[config.mk]
export PLATFORM = sky130hd
export DESIGN_NAME = clock_rate_controller
export DESIGN_NICKNAME = d
export VERILOG_FILES = /design/src/rtl/clock_rate_pkg.sv /design/src/rtl/rate_div_counter.sv /design/src/rtl/clock_rate_controller.sv
export SDC_FILE = /design/constraint.sdc
export NUM_CORES = 1
export LEC_CHECK = 0
export ABC_CLOCK_PERIOD_IN_PS = 2700
export BUFFER_PORTS_ARGS = -buffer_cell sky130_fd_sc_hd__buf_2
export CORE_MARGIN = 8
export CORE_UTILIZATION = 55
export CTS_BUF_LIST = sky130_fd_sc_hd__clkbuf_2
export DETAILED_ROUTE_END_ITERATION = 16
export PLACE_DENSITY = 0.92
export RECOVER_POWER = 25
export SLEW_MARGIN = 30
export SYNTH_ARGS = -nofsm -noshare
export SYNTH_HDL_FRONTEND = slang
export SYNTH_HIERARCHICAL = 1
export SYNTH_SLANG_ARGS = --single-unit
[constraint.sdc]
create_clock -name clk -period 2.7 [get_ports clk]
set_input_delay 0.27 -clock clk [delete_from_list [all_inputs] [get_ports clk]]
set_output_delay 0.27 -clock clk [all_outputs]
set_load 0.05 [all_outputs]
[src/rtl/clock_rate_pkg.sv]
// Shared definitions for the clock rate controller.
//   DIV_W       : width of the free-running divide counter
//   rate_sel_e  : rate encodings (divide by 1/2/4/8)
//   state_e     : rate-switch handshake FSM states
//   match_mask  : low-bit mask that must be all ones for a rate to tick
//   rate_match  : tick decode for a rate at a given counter value
package clock_rate_pkg;

  localparam int DIV_W = 3;
  // Every rate ticks on this value, so the switch can happen here without
  // clipping or stretching any period.
  localparam logic [DIV_W-1:0] DIV_WRAP = 3'd7;

  typedef enum logic [1:0] {
    SEL_DIV1 = 2'd0,
    SEL_DIV2 = 2'd1,
    SEL_DIV4 = 2'd2,
    SEL_DIV8 = 2'd3
  } rate_sel_e;

  typedef enum logic [1:0] {
    ST_IDLE       = 2'd0,
    ST_WAIT_ALIGN = 2'd1,
    ST_ACK        = 2'd2
  } state_e;

  function automatic logic [DIV_W-1:0] match_mask(input logic [1:0] s);
    logic [DIV_W-1:0] m;
    case (s)
      SEL_DIV1: m = 3'b000;
      SEL_DIV2: m = 3'b001;
      SEL_DIV4: m = 3'b011;
      default:  m = 3'b111;
    endcase
    return m;
  endfunction

  function automatic logic rate_match(input logic [1:0] s, input logic [DIV_W-1:0] cnt);
    return (cnt & match_mask(s)) == match_mask(s);
  endfunction

endpackage

[src/rtl/rate_div_counter.sv]
// Free-running divide counter plus registered tick decode.
//   clk, resetn : system clock, async active-low reset
//   run         : 1 = count and tick, 0 = freeze counter, ticks forced low
//   cur_sel     : rate in effect for the programmable tick
//   div_cnt     : divide counter value (wraps 7 -> 0)
//   tick        : one-cycle enable at the cur_sel rate
//   tick2/tick4 : fixed divide-by-2 / divide-by-4 enables
module rate_div_counter
  import clock_rate_pkg::*;
(
  input  logic             clk,
  input  logic             resetn,
  input  logic             run,
  input  logic [1:0]       cur_sel,
  output logic [DIV_W-1:0] div_cnt,
  output logic             tick,
  output logic             tick2,
  output logic             tick4
);

  always_ff @(posedge clk or negedge resetn) begin
    if (!resetn) begin
      div_cnt <= '0;
      tick    <= 1'b0;
      tick2   <= 1'b0;
      tick4   <= 1'b0;
    end else begin
      // Decode the pre-increment value: a tick lands one cycle after its match.
      tick  <= run & rate_match(cur_sel, div_cnt);
      tick2 <= run & rate_match(SEL_DIV2, div_cnt);
      tick4 <= run & rate_match(SEL_DIV4, div_cnt);
      if (run) div_cnt <= div_cnt + DIV_W'(1);
    end
  end

endmodule

[src/rtl/clock_rate_controller.sv]
// Clock-enable rate controller: programmable tick (div 1/2/4/8) plus fixed
// div-2/div-4 ticks from one counter. Rate changes are requested with
// req/sel, acknowledged with a one-cycle ack, and applied only at the
// common counter wrap so every tick period is whole.
//   clk, resetn : system clock, async active-low reset
//   run         : 1 = advance and tick, 0 = freeze
//   req, sel    : rate-change request and requested rate (taken when idle)
//   busy        : request accepted, switch pending
//   ack         : one-cycle pulse, new rate in effect
//   cur_sel     : rate in effect
//   tick/tick2/tick4 : enable pulses
//   tick_cnt    : ticks since last rate switch (wraps)
module clock_rate_controller
  import clock_rate_pkg::*;
#(
  parameter logic [1:0] RESET_SEL = 2'd0,
  parameter int         TCNT_W    = 8
) (
  input  logic              clk,
  input  logic              resetn,
  input  logic              run,
  input  logic              req,
  input  logic [1:0]        sel,
  output logic              busy,
  output logic              ack,
  output logic [1:0]        cur_sel,
  output logic              tick,
  output logic              tick2,
  output logic              tick4,
  output logic [TCNT_W-1:0] tick_cnt
);

  state_e           state, state_nxt;
  logic [1:0]       pend_sel;
  logic [DIV_W-1:0] div_cnt;
  logic             accept, do_switch;

  rate_div_counter u_div (
    .clk     (clk),
    .resetn  (resetn),
    .run     (run),
    .cur_sel (cur_sel),
    .div_cnt (div_cnt),
    .tick    (tick),
    .tick2   (tick2),
    .tick4   (tick4)
  );

  assign accept    = (state == ST_IDLE) && req && (sel != cur_sel);
  assign do_switch = (state == ST_WAIT_ALIGN) && run && (div_cnt == DIV_WRAP);

  always_comb begin
    state_nxt = state;
    busy      = 1'b0;
    ack       = 1'b0;
    case (state)
      ST_IDLE: begin
        // A request for the rate already in effect is acked straight away.
        if (req) state_nxt = (sel != cur_sel) ? ST_WAIT_ALIGN : ST_ACK;
      end
      ST_WAIT_ALIGN: begin
        busy = 1'b1;
        if (do_switch) state_nxt = ST_ACK;
      end
      ST_ACK: begin
        ack       = 1'b1;
        state_nxt = ST_IDLE;
      end
      default: state_nxt = ST_IDLE;
    endcase
  end

  always_ff @(posedge clk or negedge resetn) begin
    if (!resetn) begin
      state    <= ST_IDLE;
      pend_sel <= 2'd0;
      cur_sel  <= RESET_SEL;
      tick_cnt <= '0;
    end else begin
      state <= state_nxt;
      if (accept)    pend_sel <= sel;
      if (do_switch) cur_sel  <= pend_sel;
      // Clear on the switch edge wins over a coincident tick.
      if (do_switch)  tick_cnt <= '0;
      else if (tick) tick_cnt <= tick_cnt + TCNT_W'(1);
    end
  end

endmodule

# Yosys cells after proc, flatten, opt, wreduce, memory -nomap -nowiden

Index checks and enable logic that the tools add are counted.

Register bits after elaboration: 20
Output and inout port bits: 15

Add/sub/neg operators: 2
Equal/unequal tests: 10
Multiplexer cells: 9
Bitwise operators: 4
Reductions and logical operators: 8

Operators with widths:

| kind                                           | number |
|---|---|
| two-way mux 8 bit                              | 2 |
| case mux 3 bit (3 select lines)                | 1 |
| adder 8 x 1 -> 8 bit (second input constant)   | 1 |
| == test 2 bit (second input constant)          | 3 |
| two-way mux 2 bit                              | 3 |
| == test 2 x 1 -> 1 bit (second input constant) | 2 |
| logical AND 1 bit                              | 4 |
| zero test 2 bit                                | 2 |
| != test 2 bit (second input constant)          | 2 |
| case mux 2 bit (2 select lines)                | 1 |
| adder 3 x 1 -> 3 bit (second input constant)   | 1 |
| AND 1 bit                                      | 3 |
| AND 3 bit                                      | 1 |
| == test 3 bit                                  | 1 |
| == test 3 bit (second input constant)          | 1 |
| two-way mux 1 bit                              | 2 |
| != test 2 bit                                  | 1 |
| AND reduction 2 bit                            | 1 |
| nonzero test 2 bit                             | 1 |

# Longest topological paths before layout

Word-level depth: 5
Depth in mapped cells: 4
Mapped depth without buffers: 4

# Modules after synthesis

Netlist, hierarchy kept.

Modules (own cells, without submodules):

| module                | times used | cells an instance | area each (sq um) |
|---|---|---|---|
| clock_rate_controller | 1          | 60                | 689.4 |
| rate_div_counter      | 1          | 17                | 237.7 |

# Least setup slack after synthesis

OpenSTA, ideal clock, no wires.

Path kind: flip-flop to flip-flop
From: register tick_cnt[0]
To: register tick_cnt[6]
Library setup time: 0.077 ns
Arrival: 1.539 ns
Path slack: 1.084 ns
Stages on the path, launching flop included: 5
Clock period less this slack: 1.616 ns
Path through: dfrtp_1 -> ha_1 -> nand3_1 -> or3_1 -> a21oi_1

Longest elaborated chain between the ends: 3

RTL lines:

| item                   | RTL line                    | text |
|---|---|---|
| from (decl)            | clock_rate_controller.sv:30 | `output logic [TCNT_W-1:0] tick_cnt` |
| from (signal assigned) | clock_rate_controller.sv:85 | `else if (tick) tick_cnt <= tick_cnt + TCNT_W'(1);` |
| adder 8 x 1 -> 8 bit   | clock_rate_controller.sv:85 |  |
| two-way mux 8 bit      | clock_rate_controller.sv:85 |  |
| two-way mux 8 bit      | clock_rate_controller.sv:84 | `if (do_switch) tick_cnt <= '0;` |

Every way passes these cells. The select of a mux whose other input is x is not followed.
A chain may end at the register's enable or synchronous reset.

# Worst setup path after layout

From: register state[1]
To: output ack

Longest elaborated chain between the ends: 2

RTL lines:

| item                   | RTL line                    | text |
|---|---|---|
| from (decl)            | clock_rate_controller.sv:33 | `state_e state, state_nxt;` |
| from (signal assigned) | clock_rate_controller.sv:80 | `state <= state_nxt;` |
| == test 2 bit          | clock_rate_controller.sv:56 | `case (state)` |
| two-way mux 1 bit      | clock_rate_controller.sv:56 |  |
| to (decl)              | clock_rate_controller.sv:25 | `output logic ack,` |

Every way passes these cells.

==> flow_summary_export.csv <==
group,metric,value,unit
place,post-dp-hpwl,1258,um
flow_run,cap_violations,0,
setup_path,crit_arrival,1210,ps
clock_network,cts_buffer_depth,2,
setup_path,worst-path-max-fanout,6,
logic_synthesis,ys_warn_count,6,
drt,ant_nets,0,
timing,setup_violations,0,
floorplanning,initial_core_util,56.14,%
global_route,grt_pass1_vias,712,
worst_hold_path,hold_class,"input pin to flip-flop",
clock_network,cts.sinks,20,
clock_network,cts_buffers,3,
setup_path,rrSetupSlack,1260,ps
clock_network,clock-root-buffer,"clkbuf_2",
setup_path,worstSetupPathType,"flip-flop to output port",
setup_path,start_kind,"flip-flop",
layout,layout_commonest_cell,"dfrtp_1",
worst_hold_path,holdPathStages,2,
logic_synthesis,synth_cell_types,27,
setup_path,required,2430,ps
floorplanning,die_area,3255,um^2
setup_path,worstReg2RegEnd,"cur_sel[1]",
logic_synthesis,yosysSeqAreaShare,53.98,%
timing,fin_crit_sh,54.98,%
drt,drc_errors,0,
drt,num_vias,652,
clock_network,ctsResizeCount,0,
layout,antennaDiodeCount,0,
clock_network,cts_tree,"done",
setup_path,critPathSlowestCell,"dfrtp_1",
timing,rsz0062_at_grt,"no",
timing,whs,203.0,ps
timing,fmax,673.6,MHz
timing,period_minus_slack,1485,ps
global_route,overflow,0,
floorplanning,core_area,1652,um^2
global_route,grt_pass1_wl,3029,um
setup_path,reg2regPathDepth,3,
timing,hold_viol,0,
clock_network,clkLatencyLatePin,300,ps
logic_synthesis,avgSynthCellArea,12.04,um^2
logic_synthesis,syn_inst,77,
layout,area_growth_syn_to_layout,15.25,%
floorplanning,die_w,57.06,um
place,gp_congestion,0.7974,
timing,tightest_slew,1025,ps
clock_network,h-tree-depth,1,
global_route,antenna_found_initial,0,
logic_synthesis,syn_area,927.1,um^2
floorplanning,ios,21,
setup_path,r2r-start,"u_div/div_cnt[0]",
drt,routedWlPerCell,13.57,um
logic_synthesis,ys_ff_latch,20,
logic_synthesis,syn_nets,85,
outcome,status,"complete, no violations",
global_route,grt_start_max_net_pins,21,
setup_path,critPathTopFamily,"flip-flops",
worst_hold_path,hold_start,"run",
timing,drv_slew,0,
place,io_buffers,20,
place,placedCellCount,113,
drt,detail_route.first_pass.iterations,4,
setup_path,end_kind,"output port",
layout,nets,110,
layout,layout-drive-gt1-share,34.65,%
layout,most-common-layout-cells,"dfrtp_1, buf_2, nor2_1",
layout,finalInstanceArea,1069,um^2
drt,routed_wl,1601,um
layout,fin_cells,118,
global_route,grtUsageTotal,11.03,%
timing,setup_tns,0,ps
floorplanning,std_cell_rows,15,
clock_network,clkTransAtPathRegs,170,ps
clock_network,cts_hold_buf,1,
setup_path,cp.buffers_inverters,1,
setup_path,cp_cell_sequence,"and2b_2 -> buf_2",
worst_hold_path,holdPathEnd,"u_div/div_cnt[0]",
timing,relSlewSlack,31.65,%
clock_network,cts_setup_buffers,0,
timing,clock_skew,3.167,ps
floorplanning,die_height,57.06,um
place,placed_area,1041,um^2
drt,first_iter_violations,9,
drt,viasPerCell,5.525,
setup_path,max_stage_delay,500,ps
-- layout make-up --
| cell class | count | area, um^2 |
|---|---|---|
| Clock buffer | 3 | 15.01 |
| Timing Repair Buffer | 21 | 108.9 |
| Tap cell | 17 | 21.27 |
| Multi-Input combinational cell | 54 | 411.6 |
| Sequential cell | 20 | 500.5 |
| Clock inverter | 1 | 3.754 |
| Inverter | 2 | 7.507 |
| Fill cell | 140 | 583.1 |
-- through the flow --
step	worst slack, ps	util [%]
5_1_grt	1102	64.70
3_3_place_gp	1306	63.03
3_5_place_dp	1266	63.03
4_1_cts	1185	64.77
6_report	1215	64.70
2_1_floorplan	1084	-
-- worst register-to-register path, cell delays in order (launching register included) --
cell and delay (ps):
dfrtp_1 450, nand4_1 180, nor3_4 380, mux2_4 340
-- kinds of logic (layout without fill, tap and decap cells) --
group / after synthesis / count (layout) / share of synthesized area, %
xor gates and xnor gates: 8 / 8 / 8.368
DFF: 20 / 20 / 53.98
buffers and inverters: 3 / 27 / 1.619
AOI/OAI and AO/OA: 13 / 13 / 8.098
adders and majority gates: 2 / 2 / 2.699
muxes: 6 / 6 / 7.962
and+or+nand+nor: 25 / 25 / 17.28
-- sequential cells by signal (all words and copies together) (netlist names) --
register and count:
cur_sel 2, pend_sel 2, state 2, tick_cnt 8, u_div/div_cnt 3, u_div/tick 1, u_div/tick2 1, u_div/tick4 1
-- synth_stat cells --
cell	count	area [um^2]
a211oi_1	1	7.510
a21oi_1	4	20.02
and2_2	1	7.510
and2_4	1	8.760
and2b_2	1	8.760
buf_4	1	7.510
dfrtp_1	20	500.5
ha_1	2	25.02
inv_1	1	3.750
inv_2	1	3.750
mux2_2	3	33.78
mux2_4	2	30.03
mux2i_1	1	10.01
nand2_1	2	7.510
nand3_1	2	10.01
nand4_1	3	18.77
nand4_4	1	21.27
nor2_1	9	33.78
nor3_4	1	16.27
nor4b_1	1	8.760
o211ai_1	1	7.510
o21ai_0	6	30.03
o21ba_2	1	10.01
or3_1	3	18.77
xnor2_1	1	8.760
xor2_1	6	52.55
xor2_2	1	16.27
-- how the worst max path moves through the flow --
| stage | start | endpoint | slack (ps) | depth (start not counted) |
|---|---|---|---|---|
| floorplan | tick_cnt[0] | tick_cnt[6] | 1080 | 4 |
| global placement | run | cur_sel[0] | 1310 | 4 |
| detailed placement | u_div/div_cnt[0] | cur_sel[1] | 1270 | 3 |
| CTS | state[1] | ack | 1180 | 2 |
| global route | state[1] | ack | 1100 | 2 |
| finish | state[1] | ack | 1220 | 2 |
-- metal layers --
layer	vias to the layer above	wire [um]	part of all wire, %	track usage [%]
li1	322	-	-	-
met1	310	707	44	12.50
met2	18	781	49	18.76
met3	2	100	6.2	4.213
met4	0	11	0.69	3.020
met5	-	0	0	0
Power is not shown: default switching activity piles up to over one toggle a cycle in this logic, so the estimate is an artifact.
